$ cat src/rtl/mlp_result_collector_if.sv
// MLP output stream plus collector result/readback bus.
// The master drives samples and read requests; the slave returns registered results.
interface mlp_result_collector_if #(
   parameter int DATA_W = 16,
   parameter int IDX_W  = 3
);
   logic [DATA_W-1:0] mlp_out;
   logic              mlp_valid;
   logic              mlp_finished;
   logic              rd_en;
   logic [DATA_W-1:0] rd_data;
   logic              rd_valid;
   logic [IDX_W-1:0]  argmax;
   logic [DATA_W-1:0] max_val;
   logic [IDX_W:0]    count;
   logic              done;
   logic              overflow;

   modport master (
      output mlp_out, mlp_valid, mlp_finished, rd_en,
      input  rd_data, rd_valid, argmax, max_val, count, done, overflow
   );

   modport slave (
      input  mlp_out, mlp_valid, mlp_finished, rd_en,
      output rd_data, rd_valid, argmax, max_val, count, done, overflow
   );
endinterface

$ cat src/rtl/mlp_result_collector.sv
// Captures signed MLP outputs until finished, tracks running argmax, then serves ordered readback.
// All outputs registered; readback latency 1 cycle; no backpressure, excess samples dropped and flagged.
module mlp_result_collector #(
   parameter int DATA_W = 16,
   parameter int DEPTH  = 8,
   parameter int IDX_W  = 3
) (
   input logic clk,
   input logic reset,
   mlp_result_collector_if.slave io
);
   localparam logic [IDX_W:0] DEPTH_C = (IDX_W+1)'(DEPTH);

   typedef enum logic [1:0] {IDLE, COLLECT, HOLD} state_t;

   state_t            state;
   logic [DATA_W-1:0] mem [DEPTH];
   logic [IDX_W:0]    cnt;
   logic [IDX_W:0]    rd_ptr;
   logic [IDX_W-1:0]  argmax_q;
   logic [DATA_W-1:0] max_q;
   logic [DATA_W-1:0] rd_data_q;
   logic              rd_valid_q;
   logic              done_q;
   logic              ovf_q;

   logic              wr_en;
   logic [IDX_W-1:0]  wr_idx;

   always_comb begin
      wr_en  = 1'b0;
      wr_idx = '0;
      if (!reset && io.mlp_valid) begin
         if (state == IDLE) begin
            wr_en = 1'b1;
         end else if (state == COLLECT && cnt != DEPTH_C) begin
            wr_en  = 1'b1;
            wr_idx = cnt[IDX_W-1:0];
         end
      end
   end

   // Buffer contents need no reset; only the pointers define what is valid.
   always_ff @(posedge clk) begin
      if (wr_en) begin
         mem[wr_idx] <= io.mlp_out;
      end
   end

   always_ff @(posedge clk) begin
      if (reset) begin
         state      <= IDLE;
         cnt        <= '0;
         rd_ptr     <= '0;
         argmax_q   <= '0;
         max_q      <= '0;
         rd_data_q  <= '0;
         rd_valid_q <= 1'b0;
         done_q     <= 1'b0;
         ovf_q      <= 1'b0;
      end else begin
         rd_valid_q <= 1'b0;
         case (state)
            IDLE: begin
               if (io.mlp_valid) begin
                  cnt      <= (IDX_W+1)'(1);
                  argmax_q <= '0;
                  max_q    <= io.mlp_out;
                  if (io.mlp_finished) begin
                     state  <= HOLD;
                     done_q <= 1'b1;
                  end else begin
                     state <= COLLECT;
                  end
               end else if (io.mlp_finished) begin
                  state    <= HOLD;
                  done_q   <= 1'b1;
                  cnt      <= '0;
                  argmax_q <= '0;
                  max_q    <= '0;
               end
            end
            COLLECT: begin
               if (io.mlp_valid) begin
                  if (cnt == DEPTH_C) begin
                     ovf_q <= 1'b1;
                  end else begin
                     cnt <= cnt + (IDX_W+1)'(1);
                     // Strictly greater only, so ties keep the earlier index.
                     if ($signed(io.mlp_out) > $signed(max_q)) begin
                        max_q    <= io.mlp_out;
                        argmax_q <= cnt[IDX_W-1:0];
                     end
                  end
               end
               if (io.mlp_finished) begin
                  state  <= HOLD;
                  done_q <= 1'b1;
               end
            end
            HOLD: begin
               if (io.mlp_valid) begin
                  ovf_q <= 1'b1;
               end
               if (io.rd_en && rd_ptr < cnt) begin
                  rd_data_q  <= mem[rd_ptr[IDX_W-1:0]];
                  rd_valid_q <= 1'b1;
                  rd_ptr     <= rd_ptr + (IDX_W+1)'(1);
               end
            end
            default: state <= IDLE;
         endcase
      end
   end

   assign io.rd_data  = rd_data_q;
   assign io.rd_valid = rd_valid_q;
   assign io.argmax   = argmax_q;
   assign io.max_val  = max_q;
   assign io.count    = cnt;
   assign io.done     = done_q;
   assign io.overflow = ovf_q;
endmodule

$ cat src/flat_wrapper.sv
// flat-port wrapper written by rule: the top's interface ports become plain ports
module mlp_result_collector_flat 
#(
   parameter int DATA_W = 16,
   parameter int DEPTH  = 8,
   parameter int IDX_W  = 3
)
  (clk, reset, io_mlp_out, io_mlp_valid, io_mlp_finished, io_rd_en, io_rd_data, io_rd_valid, io_argmax, io_max_val, io_count, io_done, io_overflow);
  mlp_result_collector_if #(.DATA_W(DATA_W), .IDX_W(IDX_W)) io_i ();
  input logic clk;
  input logic reset;
  input wire logic [$bits(io_i.mlp_out)-1:0] io_mlp_out;
  input wire logic [$bits(io_i.mlp_valid)-1:0] io_mlp_valid;
  input wire logic [$bits(io_i.mlp_finished)-1:0] io_mlp_finished;
  input wire logic [$bits(io_i.rd_en)-1:0] io_rd_en;
  output wire logic [$bits(io_i.rd_data)-1:0] io_rd_data;
  output wire logic [$bits(io_i.rd_valid)-1:0] io_rd_valid;
  output wire logic [$bits(io_i.argmax)-1:0] io_argmax;
  output wire logic [$bits(io_i.max_val)-1:0] io_max_val;
  output wire logic [$bits(io_i.count)-1:0] io_count;
  output wire logic [$bits(io_i.done)-1:0] io_done;
  output wire logic [$bits(io_i.overflow)-1:0] io_overflow;
  assign io_i.mlp_out = io_mlp_out;
  assign io_i.mlp_valid = io_mlp_valid;
  assign io_i.mlp_finished = io_mlp_finished;
  assign io_i.rd_en = io_rd_en;
  assign io_rd_data = io_i.rd_data;
  assign io_rd_valid = io_i.rd_valid;
  assign io_argmax = io_i.argmax;
  assign io_max_val = io_i.max_val;
  assign io_count = io_i.count;
  assign io_done = io_i.done;
  assign io_overflow = io_i.overflow;
  mlp_result_collector #(.DATA_W(DATA_W), .DEPTH(DEPTH), .IDX_W(IDX_W)) u_core (.clk(clk), .reset(reset), .io(io_i));
endmodule
$ cat config.mk
export PLATFORM = sky130hd
export DESIGN_NAME = mlp_result_collector_flat
export DESIGN_NICKNAME = d
export VERILOG_FILES = /design/src/rtl/mlp_result_collector_if.sv /design/src/rtl/mlp_result_collector.sv /design/src/flat_wrapper.sv
export SDC_FILE = /design/constraint.sdc
export NUM_CORES = 1
export LEC_CHECK = 0
export BUFFER_PORTS_ARGS = -buffer_cell sky130_fd_sc_hd__buf_2
export CAP_MARGIN = 30
export CORE_MARGIN = 4
export CORE_UTILIZATION = 40
export CTS_CLUSTER_SIZE = 16
export DETAILED_ROUTE_END_ITERATION = 8
export PLACE_DENSITY = 0.58
export SLEW_MARGIN = 5
export SYNTH_ARGS = -nofsm -noshare
export SYNTH_HDL_FRONTEND = slang
export SYNTH_SLANG_ARGS = --single-unit
$ cat constraint.sdc
create_clock -name clk -period 3.45 [get_ports clk]
set_clock_uncertainty 0.05 [all_clocks]
set_input_delay 0.8625 -clock clk [delete_from_list [all_inputs] [get_ports clk]]
set_output_delay 0.8625 -clock clk [all_outputs]
set_load 0.1 [all_outputs]
==> impl_results.md, run 1 <==
* Status: finished, final reports clean
* Hold WC Path Type: reg2reg
* Vias/cell at between 5 and 6
* Number of global-route vias before repair at 4341
* Worst Tran Pin Value at a little under 0.7 ns
* Starting Density at 40.7%
* Post-synth EDFFs at 128
* Largest net degree at the start of global routing at 36
* Slew margin rel. at a little over half
* Row cnt at 49
* Port buffer count at 62
* Synth Register Bits at approximately 180
* Synthesis-to-finish area growth at 17.9%
* Die ar. at a little over 20000 um^2
* Share of the synthesized area in the top cell type at a little over half
* CP max FO at 10
* Syn_nets at approximately 520
* Ys async rst share at 0%
* # fillers at 1576
* CP startpoint kind: input pin
* Top Ports at 63
* Inserted Clock Buffers at 17
* Post-CTS Setup Repair Bufs at 0
* Fin worst setup slack at roughly 0.66 ns
* DIE WIDTH at between 100 and 150 um
* Clock Latency Late Sink at ~0.42 ns
* H-tree Lvls at 4
* Max-cap violations at 0
* Slew Viols, Final at 0
* Final number of hold-violating endpoints at 0
* Worst R2R Path Depth at 9
* Synth Instances at ~480
* Pre-antenna DRT Iters at 4
* DRC at 0
* DP Wirelength at around 10000 um
* Share of layout cells above drive strength 1 at 26.8%
* Initial antenna violation count at 0
* Gp weighted congestion at between 0.7 and 0.8
* Yosys warns at 0
* Synthesized area per cell at ~15 um^2
* ANT nets after route at 0
* Clk sink count at 176
* Count of different cell masters after synthesis at 40
* CTS tree: done
* Final setup viols at 0
* Synth area leaders: edfxtp_1, dfxtp_1, mux4_2, mux2i_1, ha_1
* Unrepaired setup endpoints after global routing: false
* CP required at approximately 3.8 ns
* Clock transition at path regs at 0.06 ns
* Core Region at ~18000 um^2
* Setup WS pre-CTS at approximately 0.27 ns
* Fmax at around 360 MHz
* Setup TNS at 0 ns
* Cell taking the most area after synthesis: edfxtp_1
* First-pass GRT wire length at between 20000 and 25000 um
* Routed length per instance at ~19 um
* Maximum root-to-sink buffer count at 2
* Maximum VDD drop at 0.398 mV
* Layout Nets at between 500 and 600
* Die Span Y at 143 um
* Top FF cell, synth: edfxtp_1
* Post-cts resize count at 0
* Hold Path Depth at 2
* Root Buffer: clkbuf_16
* Worst EP arrival at just over 3 ns
* Lkg Pwr at ~3.0 nW
* Synth Cell Area at approximately 7300 um^2
* Setup CP Type: in2reg
* Gr ovfl total at 0
* Fin crit share at between 80% and 90%
* Via count at 4148
* Sequential-to-total area share from yosys stat at about two thirds
* Hold_buf cts at 0
* Drt total wl at between 15000 and 20000 um
* Flop-to-flop setup slack at between 0.7 and 0.8 ns
* Ant diodes at 0
* 1st-iter DRT viols at 252
* Pwr dens at between 500 and 600 nW/um^2
* Setup crit end kind: flip-flop
* Fin crit period at 2.79 ns
* Total track usage at 16.0%
## cells in the mapped netlist (2+ instances only)
| library cell | n |
|---|---|
| edfxtp_1 | 128 |
| dfxtp_1 | 48 |
| mux2i_1 | 37 |
| nor2_1 | 37 |
| nand2_1 | 34 |
| mux4_2 | 32 |
| inv_1 | 25 |
| ha_1 | 22 |
| nand2b_1 | 22 |
| a211oi_1 | 18 |
| a21oi_1 | 13 |
| clkbuf_1 | 12 |
| buf_2 | 5 |
| nor3_1 | 4 |
| nand3_1 | 3 |
| nand4_1 | 3 |
| nor2b_1 | 3 |
| xnor2_1 | 3 |
| a21bo_2 | 2 |
| a21o_1 | 2 |
| buf_1 | 2 |
| buf_4 | 2 |
| o21ai_0 | 2 |
## cell usage in the layout, fill, tap and decap left out, types with 3 or more instances in the layout
| cell type | n |
|---|---|
| a211oi_1 | 18 |
| a21oi_1 | 13 |
| buf_2 | 62 |
| buf_4 | 18 |
| bufinv_16 | 5 |
| clkbuf_1 | 5 |
| clkbuf_16 | 17 |
| dfxtp_1 | 47 |
| edfxtp_1 | 128 |
| ha_1 | 22 |
| inv_1 | 25 |
| mux2i_1 | 37 |
| mux4_2 | 32 |
| nand2_1 | 34 |
| nand2b_1 | 22 |
| nand3_1 | 3 |
| nand4_1 | 3 |
| nor2_1 | 37 |
| nor2b_1 | 3 |
| nor3_1 | 4 |
| xnor2_1 | 3 |
## through the flow
step	hold WS, ns	util (%)	cell area, um^2	total power, mW	cells
5_1_grt	0.446	48.0	8630	5.06	796
4_1_cts	0.393	48.0	8630	4.92	796
3_5_place_dp	0.385	44.5	7990	2.85	764
2_1_floorplan	0.463	-	7320	2.73	476
3_3_place_gp	0.380	44.5	7990	2.84	764
6_report	0.396	48.0	8630	4.87	796
## layout make-up
cell class                      count  area [um^2]  area share [%]
Timing Repair Buffer               81          465            5.39
Multi-Input combinational cell    253         2340            27.1
Clock inverter                      9          181            2.10
Clock buffer                       23          458            5.31
Sequential cell                   176         4810            55.7
Inverter                           25         93.8            1.09
Tap cell                          229          287            3.32
## where the power goes
group	internal [mW]	switching, mW
Sequential	2.30	0.0252
Clock	1.31	0.759
Combinational	0.134	0.344
## routing by layer
metal  global-route usage [%]  vias up  routed length [um]
met5                        0        -                   0
met4                     5.40        0                 272
met3                     3.55       20                 697
met2                     26.7       96                7500
met1                     20.9     2089                6930
li1                         -     1943                   -
## sequential cells by signal, indices dropped and copies added (netlist names)
| signal | cells |
|---|---|
| u_core.rd_ptr | 4 |
| u_core.state | 2 |
| u_core.io.argmax | 3 |
| u_core.io.rd_valid | 1 |
| u_core.io.rd_data | 16 |
| u_core.io.done | 1 |
| u_core.io.max_val | 16 |
| u_core.mem | 128 |
| u_core.io.count | 4 |
| u_core.io.overflow | 1 |
## logic make-up after synthesis
kind of cell,count (synthesis),share of synthesized area (%)
AO/OA/AOI/OAI,44,4.63
XOR/XNOR,3,0.359
adder cells (fa/ha/maj),22,3.76
buffers and inverters,47,2.75
flip-flops,176,65.7
multiplexers,70,15.1
AND/OR/NAND/NOR,114,7.75
## worst max-delay path: stages
cell      delay [ns]
buf_2           0.17
ha_1            0.42
nand4_2         0.18
nor4_2          0.35
a21boi_2        0.27
nor4b_4         0.08
a311oi_4        0.28
buf_4           0.26
mux2i_1         0.20
## worst paths after layout
check                                                     start                                end
worst max-delay path                             io_mlp_out[15]  u_core.io.max_val[6]$_SDFFE_PP0P_
worst min-delay path                u_core.io.done$_SDFFE_PP0P_        u_core.io.done$_SDFFE_PP0P_
worst max register to register  u_core.io.count[0]$_SDFFE_PP0P_  u_core.io.max_val[6]$_SDFFE_PP0P_
worst min register to register      u_core.io.done$_SDFFE_PP0P_        u_core.io.done$_SDFFE_PP0P_
Note: power is estimated with default switching activity, not from simulation.
==> run 2: changes to the inputs <==
Settings changed: ABC_AREA set to 1, PLACE_DENSITY 0.58 to 0.56.
Clock period 3.45 ns to 2.8 ns, I/O delays scaled along.
==> run 2 against run 1 <==
Compared with the run above: sequential power rose by 25%; sequential share of layout area down 0.061 points; core utilization decreased by 0.073 points; cell count is 28% higher; synthesized area up 0.56%; setup slack got worse by 0.036 ns; clock-buffer cell count decreased by 1; die area up 0.53%.
==> impl_results.md, run 2 <==
* Status: finished, final reports clean (unchanged)
* Share of layout cells above drive strength 1 at 16.6% (was 26.8%)
* Fin worst setup slack at 0.624 ns (was 0.661 ns)
* Worst R2R Path Depth at 12 (was 9)
* Synth Instances at 700 (was 476)
* Post-synth EDFFs at 128 (unchanged)
* Wl on met1 at 8630 um (was 6930 um)
* Number of global-route vias before repair at 5301 (was 4341)
* Ys async rst share at 0% (unchanged)
* Cell breakdown of the critical path: buf_2 -> ha_1 -> a21oi_1 -> o21ai_0 -> a21oi_1 -> nand3_1 -> nand2_2 -> nand2_2 -> nand2_4 -> nand2_1 -> nand2_1 -> nor2_1 (was buf_2 -> ha_1 -> nand4_2 -> nor4_2 -> a21boi_2 -> nor4b_4 -> a311oi_4 -> buf_4 -> mux2i_1)
* Hold WC Path Type: reg2reg (unchanged)
* Most common cell after layout, fill and taps aside: edfxtp_1 (unchanged)
* Gp weighted congestion at 0.794 (was 0.745)
* Via count at 5357 (was 4148)
* Setup WS pre-CTS at 0.190 ns (was 0.268 ns)
* Fin crit share at 77.7%
* Top sig layer: met4 (unchanged)
* Die Span Y at 144 um (was 143 um)
* Synthesized area per cell at 10.5 um^2 (was 15.4 um^2)
* Final number of hold-violating endpoints at 0 (unchanged)
* Cells after DPL at 984 (was 764)
* DIE WIDTH at 144 um (was 143 um)
* Cell taking the most area after synthesis: edfxtp_1 (unchanged)
* Core Region at 18000 um^2 (about the same)
* CP required at 3.07 ns (was 3.75 ns)
* Count of different cell masters after synthesis at 31 (was 40)
* Root Buffer: clkbuf_16 (unchanged)
* H-tree Lvls at 4 (unchanged)
* Routed met2 length at 8590 um (was 7500 um)
* Slew Viols, Final at 0 (unchanged)
* Maximum VDD drop at 0.486 mV (was 0.398 mV)
* Unrepaired setup endpoints after global routing: false (unchanged)
* Hold Path Depth at 2 (unchanged)
* Post-cts resize count at 0 (unchanged)
* Max-cap violations at 0 (unchanged)
* Port buffer count at 62 (unchanged)
* Starting Density at 40.8% (was 40.7%)
* Setup CP Type: in2reg (unchanged)
* Row cnt at 49 (unchanged)
* Routed length per instance at 18.4 um (was 19.3 um)
* CP max FO at 25 (was 10)
* Drt total wl at 18700 um (was 15400 um)
* Slowest-stage cell, CP: ha_1 (unchanged)
* Net Sw Power at 1.72 mW (was 1.13 mW)
* Clk sink count at 176 (unchanged)
* Most frequent cells in the layout: edfxtp_1, nand2_1, nor2_1 (was edfxtp_1, buf_2, dfxtp_1)
* Seq. cell area at 4810 um^2 (about the same)
* Share of the synthesized area in the top cell type at 52.2% (was 52.5%)
* Flop-to-flop setup slack at 0.68 ns (was 0.72 ns)
* Sequential-to-total area share from yosys stat at 65.3% (was 65.7%)
* Combinational share of power at 16.1% (was 9.8%)
* Lkg Pwr at 3.34 nW (was 3.01 nW)
* CP Buf/Inv Count at 1 (was 2)
* Yosys warns at 0 (unchanged)
* Clock group share of total power at 36.1% (was 42.5%)
* Inserted Clock Buffers at 17 (unchanged)
* WHS Endpoint: u_core.io.done$_SDFFE_PP0P_ (unchanged)
* P_int at 4.37 mW (was 3.74 mW)
* Top FF cell, synth: edfxtp_1 (unchanged)
* Hold slack at 0.409 ns (was 0.396 ns)
* Post-CTS Setup Repair Bufs at 0 (unchanged)
* Die ar. at 20600 um^2 (was 20500 um^2)
* Worst Tran Pin Value at 0.741 ns (was 0.696 ns)
* First-pass GRT wire length at 29200 um (was 24200 um)
* Sw Ratio at 28.2% (was 23.2%)
* Fmax at approximately 460 MHz
* Total power at 6.09 mW (was 4.87 mW)
* 1st-iter DRT viols at 348 (was 252)
* Syn_nets at 743 (was 519)
* CP startpoint kind: input pin (unchanged)
* Multi-input logic area at 2230 um^2 (was 2340 um^2)
* ANT nets after route at 0 (unchanged)
* Hold Startpoint: u_core.io.done$_SDFFE_PP0P_ (unchanged)
* Clock Latency Late Sink at 0.42 ns (about the same)
* # fillers at 1678 (was 1576)
* Seq pwr share at 47.8% (was 47.7%)
* DP Wirelength at 11600 um (was 9710 um)
* Maximum root-to-sink buffer count at 2 (unchanged)
* Non-Filler Instances at 1016 (was 796)
* Final Util at 48.0% (about the same)
* Fin area at 8640 um^2 (was 8630 um^2)
* CP max stage delay at 0.30 ns (was 0.42 ns)
* Top Ports at 63 (unchanged)
* Total track usage at 18.9% (was 16.0%)
* Largest register FFs at 128 (unchanged)
* Pre-antenna DRT Iters at 5 (was 4)
* Largest Register: u_core.mem (unchanged)
* Synth area leaders: edfxtp_1, dfxtp_1, o21ai_0, nand2_1, nor2_1 (was edfxtp_1, dfxtp_1, mux4_2, mux2i_1, ha_1)
* Final setup viols at 0 (unchanged)
* Fin crit period at roughly 2.2 ns
* Initial antenna violation count at 0 (unchanged)
* Layout Nets at 817 (was 597)
* Vias/cell at 5.27 (was 5.21)
* CP delay by family, top: simple AND/OR/NAND/NOR gates (unchanged)
* Worst R2R Start: u_core.io.max_val[15]$_SDFFE_PP0P_ (was u_core.io.count[0]$_SDFFE_PP0P_)
* Worst EP arrival at 2.44 ns (was 3.08 ns)
* Synth Register Bits at 176 (unchanged)
* Synthesis-to-finish area growth at 17.5% (was 17.9%)
* Largest net degree at the start of global routing at 37 (was 36)
* Setup TNS at 0 ns (unchanged)
* Pwr dens at 704 nW/um^2 (was 565 nW/um^2)
* DRC at 0 (unchanged)
* Clock transition at path regs at 0.06 ns (about the same)
* Hold_buf cts at 0 (unchanged)
* Ant diodes at 0 (unchanged)
* CTS tree: done (unchanged)
* Slew margin rel. at 50.6% (was 53.6%)
* Setup crit end kind: flip-flop (unchanged)
* R2R Path End: u_core.io.max_val[15]$_SDFFE_PP0P_ (was u_core.io.max_val[6]$_SDFFE_PP0P_)
* Most instantiated cells after synthesis: edfxtp_1, nand2_1, nor2_1, o21ai_0, dfxtp_1 (was edfxtp_1, dfxtp_1, mux2i_1, nor2_1, nand2_1)
* Detailed-routed wire length on met3 at 1160 um (was 697 um)
* Placed Area at 8110 um^2 (was 7990 um^2)
* Gr ovfl total at 0 (unchanged)
* Synth Cell Area at 7360 um^2 (was 7320 um^2)
* Most frequent cell after synthesis: edfxtp_1 (unchanged)
run 2: changes by cell type after synthesis, sizes merged, moves of 4 or more:
cell,previous run,this run
nand3,3,19
nor2,37,114
inv,25,46
a211oi,19,2
clkbuf,12,21
a31oi,1,16
mux4,32,0
o22ai,0,32
nand2,34,115
nand2b,22,0
buf,10,14
a21oi,13,22
o21ai,2,87
mux2i,37,0
run 2: logic make-up (layout without fill, tap and decap cells):
| group | Yosys count | count (layout) | synth area share (%) |
|---|---|---|---|
| AOI/OAI and AO/OA | 161 | 161 | 12.0 |
| xor gates and xnor gates | 1 | 1 | 0.119 |
| adders and majority gates | 22 | 22 | 3.74 |
| buffers and inverters | 82 | 169 | 4.71 |
| DFF | 176 | 176 | 65.3 |
| and+or+nand+nor | 258 | 258 | 14.1 |
run 2: routing by layer:
| layer | vias up | global-route usage, % |
|---|---|---|
| li1 | 2591 | - |
| met1 | 2561 | 26.1 |
| met2 | 182 | 29.4 |
| met3 | 23 | 4.13 |
| met4 | 0 | 7.33 |
| met5 | - | 0 |
run 2: worst max-delay path by stage:
stage / from / to / slack [ns] / cells after the start
after CTS: io_mlp_out[15] / u_core.io.max_val[6]$_SDFFE_PP0P_ / 0.64 / 12
after global placement: io_mlp_out[15] / u_core.io.max_val[6]$_SDFFE_PP0P_ / 0.23 / 12
final: io_mlp_out[15] / u_core.io.max_val[15]$_SDFFE_PP0P_ / 0.62 / 12
after floorplan: u_core.io.count[0]$_SDFFE_PP0P_ / u_core.mem[1][0]$_DFFE_PP_ / -0.07 / 7
after detailed placement: io_mlp_out[15] / u_core.io.max_val[15]$_SDFFE_PP0P_ / 0.19 / 12
after global routing: io_mlp_out[15] / u_core.io.max_val[14]$_SDFFE_PP0P_ / 0.39 / 12
run 2: worst register-to-register path: stages (launching register included):
cell and delay, ns:
dfxtp_1 0.36, inv_1 0.06, ha_1 0.33, a21oi_1 0.14
o21ai_0 0.09, a21oi_1 0.17, nand3_1 0.11, nand2_2 0.12
nand2_2 0.13, nand2_4 0.25, nand2_1 0.11, nand2_1 0.07
nor2_1 0.04
run 2: area by class of cell:
cell class	instances	share of cell area [%]
multi-input combinational	442	25.7
inverter	47	2.04
clock inverter	10	1.09
sequential	176	55.6
timing repair buffer	90	7.03
tap	229	3.31
clock buffer	22	5.14
run 2: power by group through the flow:
| stage | registers, mW | logic (mW) | clock network [mW] |
|---|---|---|---|
| floorplan | 3.33 | 0.397 | 0 |
| global placement | 2.96 | 0.971 | 0 |
| detailed placement | 2.97 | 0.984 | 0 |
| CTS | 2.91 | 0.989 | 2.25 |
| global route | 2.92 | 1.07 | 2.37 |
| finish | 2.91 | 0.981 | 2.20 |
==> run 3: changes to the inputs <==
Settings changed: PLACE_DENSITY 0.56 to 0.58.
Clock period 2.8 ns to 1.9 ns, I/O delays scaled along.
==> run 3 against run 2 <==
Compared with the run above: the run now ends with setup timing left; largest power group unchanged; combinational power rose by 88%; critical path type is now reg2reg; first-iteration DRC count rose by 15%; setup slack got worse by 0.62 ns; worst hold slack got worse by 0.21 ns; die area did not move.
==> impl_results.md, run 3 (same netlist as run 2, synthesis figures left out) <==
* H-tree Lvls at 4 (unchanged)
* Fin crit share at 100%
* Starting Density at 40.8% (unchanged)
* Setup CP Type: reg2reg (was in2reg)
* Drt total wl at 20600 um (was 18700 um)
* Pre-antenna DRT Iters at 5 (unchanged)
* Flop-to-flop setup slack at -0.0003 ns (was 0.68 ns)
* Hold WC Path Type: in2reg (was reg2reg)
* Inserted Clock Buffers at 17 (unchanged)
* Routed length per instance at 19.1 um (was 18.4 um)
* Worst R2R Path Depth at 12 (unchanged)
* DIE WIDTH at 144 um (unchanged)
* CP max stage delay at 0.35 ns (was 0.30 ns)
* Total power at 9.60 mW (was 6.09 mW)
* Gp weighted congestion at 0.823 (was 0.794)
* Fmax at ~530 MHz
* Largest register FFs at 128 (unchanged)
* Port buffer count at 62 (unchanged)
* Pwr dens at 980 nW/um^2 (was 704 nW/um^2)
* Hold_buf cts at 0 (unchanged)
* CP Buf/Inv Count at 6 (was 1)
* CP max FO at 16 (was 25)
* Fin crit period at 1.90 ns
* Row cnt at 49 (unchanged)
* 1st-iter DRT viols at 401 (was 348)
* Layout Nets at 877 (was 817)
* Vias/cell at 5.30 (was 5.27)
* Clock Latency Late Sink at 0.42 ns (about the same)
* Clk sink count at 176 (unchanged)
* DRC at 0 (unchanged)
* Hold slack at 0.204 ns (was 0.409 ns)
* Die ar. at 20600 um^2 (unchanged)
* Clock transition at path regs at 0.07 ns (was 0.06 ns)
* CP delay by family, top: buffers and inverters (was simple AND/OR/NAND/NOR gates)
* Number of stages on the worst setup path at 12 (unchanged)
* Top Ports at 63 (unchanged)
* Number of global-route vias before repair at 5362 (was 5301)
* Setup WS pre-CTS at -0.328 ns (was 0.190 ns)
* Max-cap violations at 0 (unchanged)
* Total track usage at 19.5% (was 18.9%)
* Initial antenna violation count at 0 (unchanged)
* Worst R2R Start: u_core.io.count[0]$_SDFFE_PP0P_ (was u_core.io.max_val[15]$_SDFFE_PP0P_)
* Slew Viols, Final at 0 (unchanged)
* Most frequent cells in the layout: edfxtp_1, nand2_1, nor2_1 (unchanged)
* Final setup viols at 1 (was 0)
* Via count at 5699 (was 5357)
* Share of layout cells above drive strength 1 at 34.2% (was 16.6%)
* ANT nets after route at 0 (unchanged)
* Lkg Pwr at 3.76 nW (was 3.34 nW)
* Root Buffer: clkbuf_16 (unchanged)
* R2R Path End: u_core.mem[0][14]$_DFFE_PP_ (was u_core.io.max_val[15]$_SDFFE_PP0P_)
* Slew margin rel. at 50.2% (was 50.6%)
* Cells after DPL at 1029 (was 984)
* First-pass GRT wire length at 30100 um (was 29200 um)
* Synthesis-to-finish area growth at 33.1% (was 17.5%)
* Hold Path Depth at 2 (unchanged)
* CP dominant cell by count: inv_1
* Die Span Y at 144 um (unchanged)
* Maximum root-to-sink buffer count at 2 (unchanged)
* Fin worst setup slack at -0.000347 ns (was 0.624 ns)
* Largest net degree at the start of global routing at 49 (was 37)
* Unrepaired setup endpoints after global routing: true (was false)
* Setup crit end kind: flip-flop (unchanged)
* Status: finished, violations left (was finished, final reports clean)
* Final number of hold-violating endpoints at 0 (unchanged)
* DP Wirelength at 12400 um (was 11600 um)
* Hold Startpoint: io_mlp_finished (was u_core.io.done$_SDFFE_PP0P_)
* CTS tree: done (unchanged)
* Core Region at 18000 um^2 (unchanged)
* Cell breakdown of the critical path: inv_4 -> ha_4 -> nand3_4 -> inv_2 -> nor2_2 -> inv_1 -> nor3_2 -> buf_4 -> inv_1 -> nand2_2 -> nor3_4 -> buf_12 (was buf_2 -> ha_1 -> a21oi_1 -> o21ai_0 -> a21oi_1 -> nand3_1 -> nand2_2 -> nand2_2 -> nand2_4 -> nand2_1 -> nand2_1 -> nor2_1)
* # fillers at 1573 (was 1678)
* WHS Endpoint: u_core.state[0]$_SDFFE_PP0N_ (was u_core.io.done$_SDFFE_PP0P_)
* Violated checks: setup timing
* CP required at 1.97 ns (was 3.07 ns)
* Worst Tran Pin Value at 0.746 ns (was 0.741 ns)
* Worst EP arrival at 1.97 ns (was 2.44 ns)
* Gr ovfl total at 0 (unchanged)
* CP startpoint kind: flip-flop (was input pin)
* Ant diodes at 0 (unchanged)
* Slowest-stage cell, CP: dfxtp_4 (was ha_1)
* Largest Register: u_core.mem (unchanged)
* Most common cell after layout, fill and taps aside: edfxtp_1 (unchanged)
* Maximum VDD drop at 0.644 mV (was 0.486 mV)
* Non-Filler Instances at 1076 (was 1016)
## run 3: cell types whose count changed in the layout (fill, tap and decap cells not counted), moves of 7 or more
cell,previous run,this run
nor2_1,105,97
a21oi_1,21,13
buf_4,21,66
nand2_1,111,101
a21oi_2,1,8
ha_1,22,6
inv_1,44,23
ha_4,0,16
nor2_4,1,10
inv_2,2,19
dfxtp_1,44,27
dfxtp_4,0,20
## run 3: area by class of cell
cell class / count / area [um^2] / share of cell area, %
clock inverter: 14 / 156 / 1.60
inverter: 47 / 186 / 1.90
clock buffer: 18 / 429 / 4.38
tap: 229 / 287 / 2.93
multi-input combinational: 443 / 2660 / 27.1
sequential: 176 / 4880 / 49.8
timing repair buffer: 149 / 1200 / 12.2
## run 3: worst max path at each step
stage,start,end
2_1_floorplan,u_core.io.count[1]$_SDFFE_PP0P_,u_core.mem[1][0]$_DFFE_PP_
3_3_place_gp,io_mlp_out[0],u_core.io.max_val[5]$_SDFFE_PP0P_
3_5_place_dp,io_mlp_out[7],u_core.io.max_val[2]$_SDFFE_PP0P_
4_1_cts,u_core.io.count[0]$_SDFFE_PP0P_,u_core.mem[0][14]$_DFFE_PP_
5_1_grt,u_core.io.max_val[4]$_SDFFE_PP0P_,u_core.io.max_val[0]$_SDFFE_PP0P_
6_report,u_core.io.count[0]$_SDFFE_PP0P_,u_core.mem[0][14]$_DFFE_PP_
## run 3: through the flow
step	setup TNS [ns]	instance area, um^2	util, %
detailed placement	-19.54	8820	48.9
global placement	-17.75	8820	48.9
finish	-0.000347	9790	54.3
global route	-5.73	9790	54.3
CTS	0	9510	52.8
floorplan	-25.28	7740	-
## run 3: layer usage
metal	share of wire, %	global-route usage (%)
met1	45	27.6
met2	48	31.0
met3	5.6	3.29
met4	1.2	5.70
met5	0	0
## run 3: repair_timing
action / 4_1_cts / 5_1_grt
gates resized for setup: 8 / 33
endpoints found under the setup margin: 87 / 117
cloned: 0 / 5
pin swaps: 3 / 19
buffers inserted: 5 / 6
## run 3: where the power goes
part | leakage (nW) | internal (mW) | switching, mW
Combinational | 1.93 | 0.554 | 1.28
Clock | 0.269 | 1.96 | 1.50
Sequential | 1.56 | 4.23 | 0.0769
